===== config.mk =====
export PLATFORM = sky130hd
export DESIGN_NAME = bullet_controller
export DESIGN_NICKNAME = d
export VERILOG_FILES = /design/src/rtl/bullet_controller.sv
export SDC_FILE = /design/constraint.sdc
export NUM_CORES = 1
export LEC_CHECK = 0
export BUFFER_PORTS_ARGS = -buffer_cell sky130_fd_sc_hd__buf_2
export CAP_MARGIN = 25
export CORE_UTILIZATION = 25
export CTS_CLUSTER_SIZE = 14
export DETAILED_ROUTE_END_ITERATION = 7
export PLACE_DENSITY_LB_ADDON = 0.1
export REMOVE_ABC_BUFFERS = 1
export SYNTH_ARGS = -nofsm -noshare
export SYNTH_HDL_FRONTEND = slang
export SYNTH_SLANG_ARGS = --single-unit
export TNS_END_PERCENT = 1

===== constraint.sdc =====
create_clock -name clk -period 5.02 [get_ports clk]
set_clock_uncertainty 0.1 [all_clocks]
set_input_delay 0.502 -clock clk [delete_from_list [all_inputs] [get_ports clk]]
set_output_delay 0.502 -clock clk [all_outputs]
set_load 0.1 [all_outputs]

===== src/rtl/bullet_controller.sv =====
// Player bullet position generator: launch on fire, step upward on frame ticks, retire on top exit or hit.
// All outputs registered, one-cycle latency from fire/frame_tick/hit; no backpressure, inputs sampled every clk.
module bullet_controller #(
  parameter int TICKS_PER_STEP = 2,
  parameter int STEP_SIZE      = 1,
  parameter int Y_START        = 110,
  parameter int X_OFFSET       = 3,
  parameter int MAX_X          = 126,
  parameter int COOLDOWN_TICKS = 4,
  parameter int PARK_XY        = 127
) (
  input  logic       clk,
  input  logic       resetn,
  input  logic       fire,
  input  logic       frame_tick,
  input  logic [6:0] player_x,
  input  logic       hit,
  output logic [6:0] x,
  output logic [6:0] y,
  output logic       active,
  output logic       launched
);

  localparam int TW = (TICKS_PER_STEP > 1) ? $clog2(TICKS_PER_STEP) : 1;
  localparam int CW = (COOLDOWN_TICKS > 0) ? $clog2(COOLDOWN_TICKS + 1) : 1;
  localparam logic [6:0] PARK  = 7'(PARK_XY);
  localparam logic [6:0] STEP7 = 7'(STEP_SIZE);

  typedef enum logic [1:0] {IDLE, FLYING, COOLDOWN} state_t;

  state_t          state, state_n;
  logic [TW-1:0]   tick_cnt, tick_n;
  logic [CW-1:0]   cool_cnt, cool_n;
  logic [6:0]      x_n, y_n;
  logic            active_n, launched_n;
  logic            retire;
  logic [7:0]      x_sum;
  logic [6:0]      launch_x;

  // Eight-bit sum so a ship near the right edge clamps instead of wrapping.
  assign x_sum    = {1'b0, player_x} + 8'(X_OFFSET);
  assign launch_x = (x_sum > 8'(MAX_X)) ? 7'(MAX_X) : x_sum[6:0];

  always_comb begin
    state_n    = state;
    tick_n     = tick_cnt;
    cool_n     = cool_cnt;
    x_n        = x;
    y_n        = y;
    active_n   = active;
    launched_n = 1'b0;
    retire     = 1'b0;
    case (state)
      IDLE: begin
        if (fire) begin
          state_n    = FLYING;
          active_n   = 1'b1;
          launched_n = 1'b1;
          x_n        = launch_x;
          y_n        = 7'(Y_START);
          tick_n     = '0;
        end
      end
      FLYING: begin
        if (hit) begin
          retire = 1'b1;
        end else if (frame_tick) begin
          if (tick_cnt == TW'(TICKS_PER_STEP - 1)) begin
            tick_n = '0;
            // Leaving the top edge retires rather than letting y underflow.
            if (y < STEP7) retire = 1'b1;
            else           y_n = y - STEP7;
          end else begin
            tick_n = tick_cnt + 1'b1;
          end
        end
      end
      COOLDOWN: begin
        if (frame_tick) begin
          cool_n = cool_cnt - 1'b1;
          if (cool_cnt == CW'(1)) state_n = IDLE;
        end
      end
      default: state_n = IDLE;
    endcase
    if (retire) begin
      active_n = 1'b0;
      x_n      = PARK;
      y_n      = PARK;
      if (COOLDOWN_TICKS == 0) begin
        state_n = IDLE;
      end else begin
        state_n = COOLDOWN;
        cool_n  = CW'(COOLDOWN_TICKS);
      end
    end
  end

  always_ff @(posedge clk or negedge resetn) begin
    if (!resetn) begin
      state    <= IDLE;
      tick_cnt <= '0;
      cool_cnt <= '0;
      x        <= PARK;
      y        <= PARK;
      active   <= 1'b0;
      launched <= 1'b0;
    end else begin
      state    <= state_n;
      tick_cnt <= tick_n;
      cool_cnt <= cool_n;
      x        <= x_n;
      y        <= y_n;
      active   <= active_n;
      launched <= launched_n;
    end
  end

endmodule

==> results of run 1 <==
## sequential cells by signal (all words and copies together), names as in the netlist
signal and cells:
launched 1, cool_cnt 3, y 7, x 7, active 1, state 2
tick_cnt 1
## kinds of logic after synthesis
logic type | count (synthesis) | synth area share (%)
buffers and inverters | 13 | 3.992
adder cells (fa/ha/maj) | 5 | 4.990
XOR/XNOR | 6 | 4.192
flip-flops | 22 | 45.31
multiplexers | 1 | 0.7984
AND/OR/NAND/NOR | 36 | 14.77
AO/OA/AOI/OAI | 44 | 25.95
## layout by cell type (no fill, tap or decap), types with 2 or more instances in the layout
cell type,count
xnor2_1,3
a211oi_1,3
nand2_1,14
a2bb2oi_1,5
nor2_1,7
buf_2,27
a21oi_1,7
inv_1,10
dfrtp_1,8
dfstp_2,14
xor2_1,3
clkbuf_8,4
a31oi_1,4
o21ai_0,10
ha_1,5
nor3b_1,2
o21a_1,2
or4_1,2
and3_1,2
## cell type report
type	count	area [µm²]
clock buffers	4	55.05
fillers	505	3271
inverters	10	37.54
multi-input cells	92	635.6
flip-flops and latches	22	568.0
well taps	67	83.83
repair buffers	27	135.1
## path summary, 6_finish.rpt
check | to | start
setup / recovery | x[1] | y[1]
hold / removal | cool_cnt[2] | resetn
setup reg to reg | x[1] | y[1]
hold reg to reg | active | active
max in group asynchronous | y[1] | resetn
min in group clk | active | active
## worst max-delay path: stages, from the launching register on
cell and delay (ns):
dfstp_2 0.39, or4_4 0.57, o41a_1 0.45, o21ai_4 0.27, a2bb2oi_1 0.19
## per-stage QoR
step	utilization, %	total power [mW]
after floorplan	-	0.8496
after CTS	31.66	1.092
after global routing	31.66	1.146
after detailed placement	30.51	0.9561
after global placement	30.51	0.9564
final	31.66	1.080
## per-layer routing
metal / routed length (µm) / share of wire, % / GRT usage (%)
met1: 1406 / 47 / 15.69
met2: 1378 / 46 / 20.35
met3: 150 / 5.0 / 3.315
met4: 48 / 1.6 / 5.229
met5: 0 / 0 / 0
## power breakdown
group	total, mW	internal, mW	switching [mW]
Combinational	0.614	0.136	0.479
Sequential	0.335	0.270	0.0645
Clock	0.131	0.0700	0.0605
Total	1.08	0.476	0.604
==> impl_results.md, run 1 <==
* Post-DRT Antenna Nets at 0
* R2R setup slack at 2.98 ns
* Leakage power at 0.6373 nW
* I/O Pins at 28
* CP Max Fanout at 6
* Distinct cells, synth at 42
* Synthesis-stage register bit count at 22
* DRT iter0 DRCs at 39
* Area share of the largest cell type after synthesis at 29.34%
* Die Wd at 72.82 µm
* CTS Root Buffer Type: clkbuf_8
* Largest net degree at the start of global routing at 23
* Top cells by area, synth: dfstp_2, dfrtp_1, ha_1
* Fmax at 489.3 MHz
* Slew Viols, Final at 0
* Crit path time final at 2.044 ns
* Post-CTS setup buffer count at 0
* CTS sink count at 22
* Post-Layout Cell Count at 222
* Final count of hold timing violations at 0
* DRC at 0
* Number of max-cap violations at 0
* Die area at 5302 µm²
* Crit start category: flop
* Period utilization at 40.71%
* TNS Setup at 0 ns
* DP HPWL at 2237 µm
* Core area at 4786 µm²
* RSZ-0062 raised after global routing: no
* Clk_lat worst skew at 0.27 ns
* Vias in the first global route at 1017
* GRT Overall Usage at 12.51%
* Slew HR at 55.69%
* H-tree levels at 1
* Fraction of layout cells with a size suffix above 1 at 31.61%
* Sequential share of the synthesized area at 45.31%
* Num rows at 25
* Synth area leader: dfstp_2
* Antenna Cells at 0
* Post-Route WL at 2984 µm
* Place WS at 2.976 ns
* Final hold slack at 0.09664 ns
* I/O Buffers at 27
* Min setup slack post-route at 2.976 ns
* First-pass GRT wire length at 4961 µm
* Post-route cell area at 1515 µm²
* Cts repair resizes at 0
* Number of buffers created by CTS at 3
* Primary FF master, synth: dfstp_2
* Die H at 72.82 µm
* Post-synth ARST share at 100.0%
* Net count, final at 173
* Avg WL per Cell at 13.44 µm
* Initial antenna violation count at 0
* Area growth syn-to-layout at 20.86%
* Drt pass-1 iters at 5
* CTS tree: built
* Clock buffer depth at 2
* Via count at 1047
* Post-Syn Area at 1254 µm²
* # hold bufs at CTS at 0
* Area after DPL at 1460 µm²
* Min-delay worst type: input pin to async pin
* Clock transition at path regs at 0.08 ns
* Setup Viol. Count Final at 0
* Post-synth top cells: dfstp_2, nand2_1, inv_1, o21ai_0, dfrtp_1
* Mean area per synthesized cell at 9.872 µm²
* CP endpoint kind: flop
* GRT overflow at 0
* Data arrival, critical path at 2.14 ns
* Crit path required time at 5.12 ns
* Placed insts at 218
* Routability cong. at 0.7907
* Initial Util at 26.20%
* Synth Instances at 127
* Post-synth EDFFs at 0
* Worst Setup Path Type: flop to flop
* Reg2Reg Depth at 4
* Worst slew pin tran at 0.6647 ns
* Pwr dens at 712.5 nW/µm²
* Peak supply drop at 0.3578 mV
* Status: finished, final reports clean
* Ys Warns at 0
* Post-DR vias/cell at 4.716
Note: power is estimated with default switching activity, not from simulation.
==> inputs of run 2 (changes only) <==
==> constraint.sdc (replaced) <==
create_clock -name clk -period 2.1 [get_ports clk]
set_clock_uncertainty 0.1 [all_clocks]
set_input_delay 0.21 -clock clk [delete_from_list [all_inputs] [get_ports clk]]
set_output_delay 0.21 -clock clk [all_outputs]
set_load 0.1 [all_outputs]
==> impl_results.md, run 2 (same netlist as run 1, synthesis figures left out) <==
* Combinational share of power at 57.5%
* Worst Setup Path Type: flop to flop
* Worst slew pin tran at 0.5262 ns
* Clock buffer depth at 2
* Place WS at 0.07146 ns
* I/O Buffers at 27
* RSZ-0062 raised after global routing: yes
* CP Max Fanout at 6
* Slew Viols, Final at 0
* Data arrival, critical path at 2.09 ns
* Die area at 5302 µm²
* CTS sink count at 22
* Area after DPL at 1475 µm²
* Core area at 4786 µm²
* Cts repair resizes at 0
* GRT overflow at 0
* Post-DR vias/cell at 4.804
* DRT iter0 DRCs at 48
* Initial antenna violation count at 0
* Most common cell after layout, fill and taps aside: buf_2
* Vias in the first global route at 1022
* Die H at 72.82 µm
* Post-route cell area at 1540 µm²
* Fmax at 499.4 MHz
* Antenna Cells at 0
* Clock power frac at 11.6%
* Clock transition at path regs at 0.08 ns
* Num rows at 25
* Min-delay worst type: input pin to flop
* Reg2Reg Depth at 4
* CP endpoint kind: flop
* Biggest registers after layout: x (7), y (7), cool_cnt (3)
* DRC at 0
* TNS Setup at 0 ns
* Switching share of power at 55.60%
* CTS Root Buffer Type: clkbuf_8
* Crit path required time at 2.19 ns
* Min setup slack post-route at 0.09779 ns
* Avg WL per Cell at 13.36 µm
* CTS tree: built
* Multi-input gate area in the final layout at 635.6 µm²
* Number of buffers created by CTS at 3
* Die Wd at 72.82 µm
* Drt pass-1 iters at 4
* CP peak stage delay at 0.57 ns
* Number of max-cap violations at 0
* Slew HR at 64.84%
* CP Cell Sequence: or4_4 > o41a_1 > o21ai_4 > a2bb2oi_1
* Fillcell total at 516
* Clk_lat worst skew at 0.26 ns
* Pwr dens at 1687 nW/µm²
* Setup Viol. Count Final at 0
* Via count at 1081
* R2R setup slack at 0.1 ns
* Area growth syn-to-layout at 22.85%
* Fraction of layout cells with a size suffix above 1 at 32.28%
* First-pass GRT wire length at 4843 µm
* Commonest non-fill, non-tap cells in the layout: buf_2, nand2_1, dfstp_2
* Post-DRT Antenna Nets at 0
* GRT Overall Usage at 12.04%
* Net count, final at 176
* Reg area at 568.0 µm²
* Crit start category: flop
* Crit path time final at 2.002 ns
* Net Switching at 1.445 mW
* Internal at 1.154 mW
* Leakage power at 0.6513 nW
* Hold-critical path depth at 3
* Largest net degree at the start of global routing at 23
* Routability cong. at 0.7360
* Final count of hold timing violations at 0
* Post-Route WL at 3006 µm
* Flop pwr share at 30.9%
* Critical path's slowest cell: or4_4
* Period utilization at 95.34%
* I/O Pins at 28
* Peak supply drop at 0.8777 mV
* H-tree levels at 1
* Status: finished, final reports clean
* DP HPWL at 2226 µm
* Initial Util at 26.20%
==> run 2: critical path: cells and delay by family (launching register included) <==
kind	cells	cell delay, ns
AOI/OAI and AO/OA	3	0.87
and+or+nand+nor	1	0.57
DFF	1	0.39
==> run 2: routing by layer <==
layer | up-vias | GRT usage, % | routed length, µm
met1 | 527 | 15.17 | 1407
met5 | - | 0 | 0
met2 | 27 | 19.52 | 1434
li1 | 525 | - | -
met4 | 0 | 5.011 | 25
met3 | 2 | 3.177 | 138
==> run 2: metrics by stage <==
stage | cells | util (%) | power (mW) | hold WS [ns]
floorplan | 124 | - | 2.031 | -0.1856
global placement | 220 | 30.82 | 2.302 | 0.1081
detailed placement | 220 | 30.82 | 2.308 | 0.1236
CTS | 225 | 32.18 | 2.629 | 0.1214
global route | 225 | 32.18 | 2.750 | 0.1337
finish | 225 | 32.18 | 2.598 | 0.1260
==> run 2: power groups by stage <==
stage | Sequential [mW] | Clock, mW | Combinational, mW
CTS | 0.804 | 0.319 | 1.51
global route | 0.830 | 0.339 | 1.58
global placement | 0.805 | 0 | 1.50
detailed placement | 0.807 | 0 | 1.50
finish | 0.804 | 0.301 | 1.49
floorplan | 1.58 | 0 | 0.452
==> run 2: worst paths after layout <==
path	startpoint	to
worst max-delay path	y[1]	x[3]
worst min-delay path	player_x[4]	x[4]
worst max register to register	y[1]	x[3]
worst min register to register	active	active
max in group asynchronous	resetn	y[6]
min in group asynchronous	resetn	cool_cnt[2]
==> run 2: timing repair <==
action,in CTS,in global routing
hold buffers,1,0
endpoints found under the setup margin,0,5
setup buffers,0,0
hold endpoints to repair,8,0
==> run 2: cell type report <==
type | instances | share of cell area (%)
multi-input combinational | 92 | 41.27
inverter | 10 | 2.437
timing repair buffer | 30 | 10.40
clock buffer | 4 | 3.574
tap | 67 | 5.443
sequential | 22 | 36.88
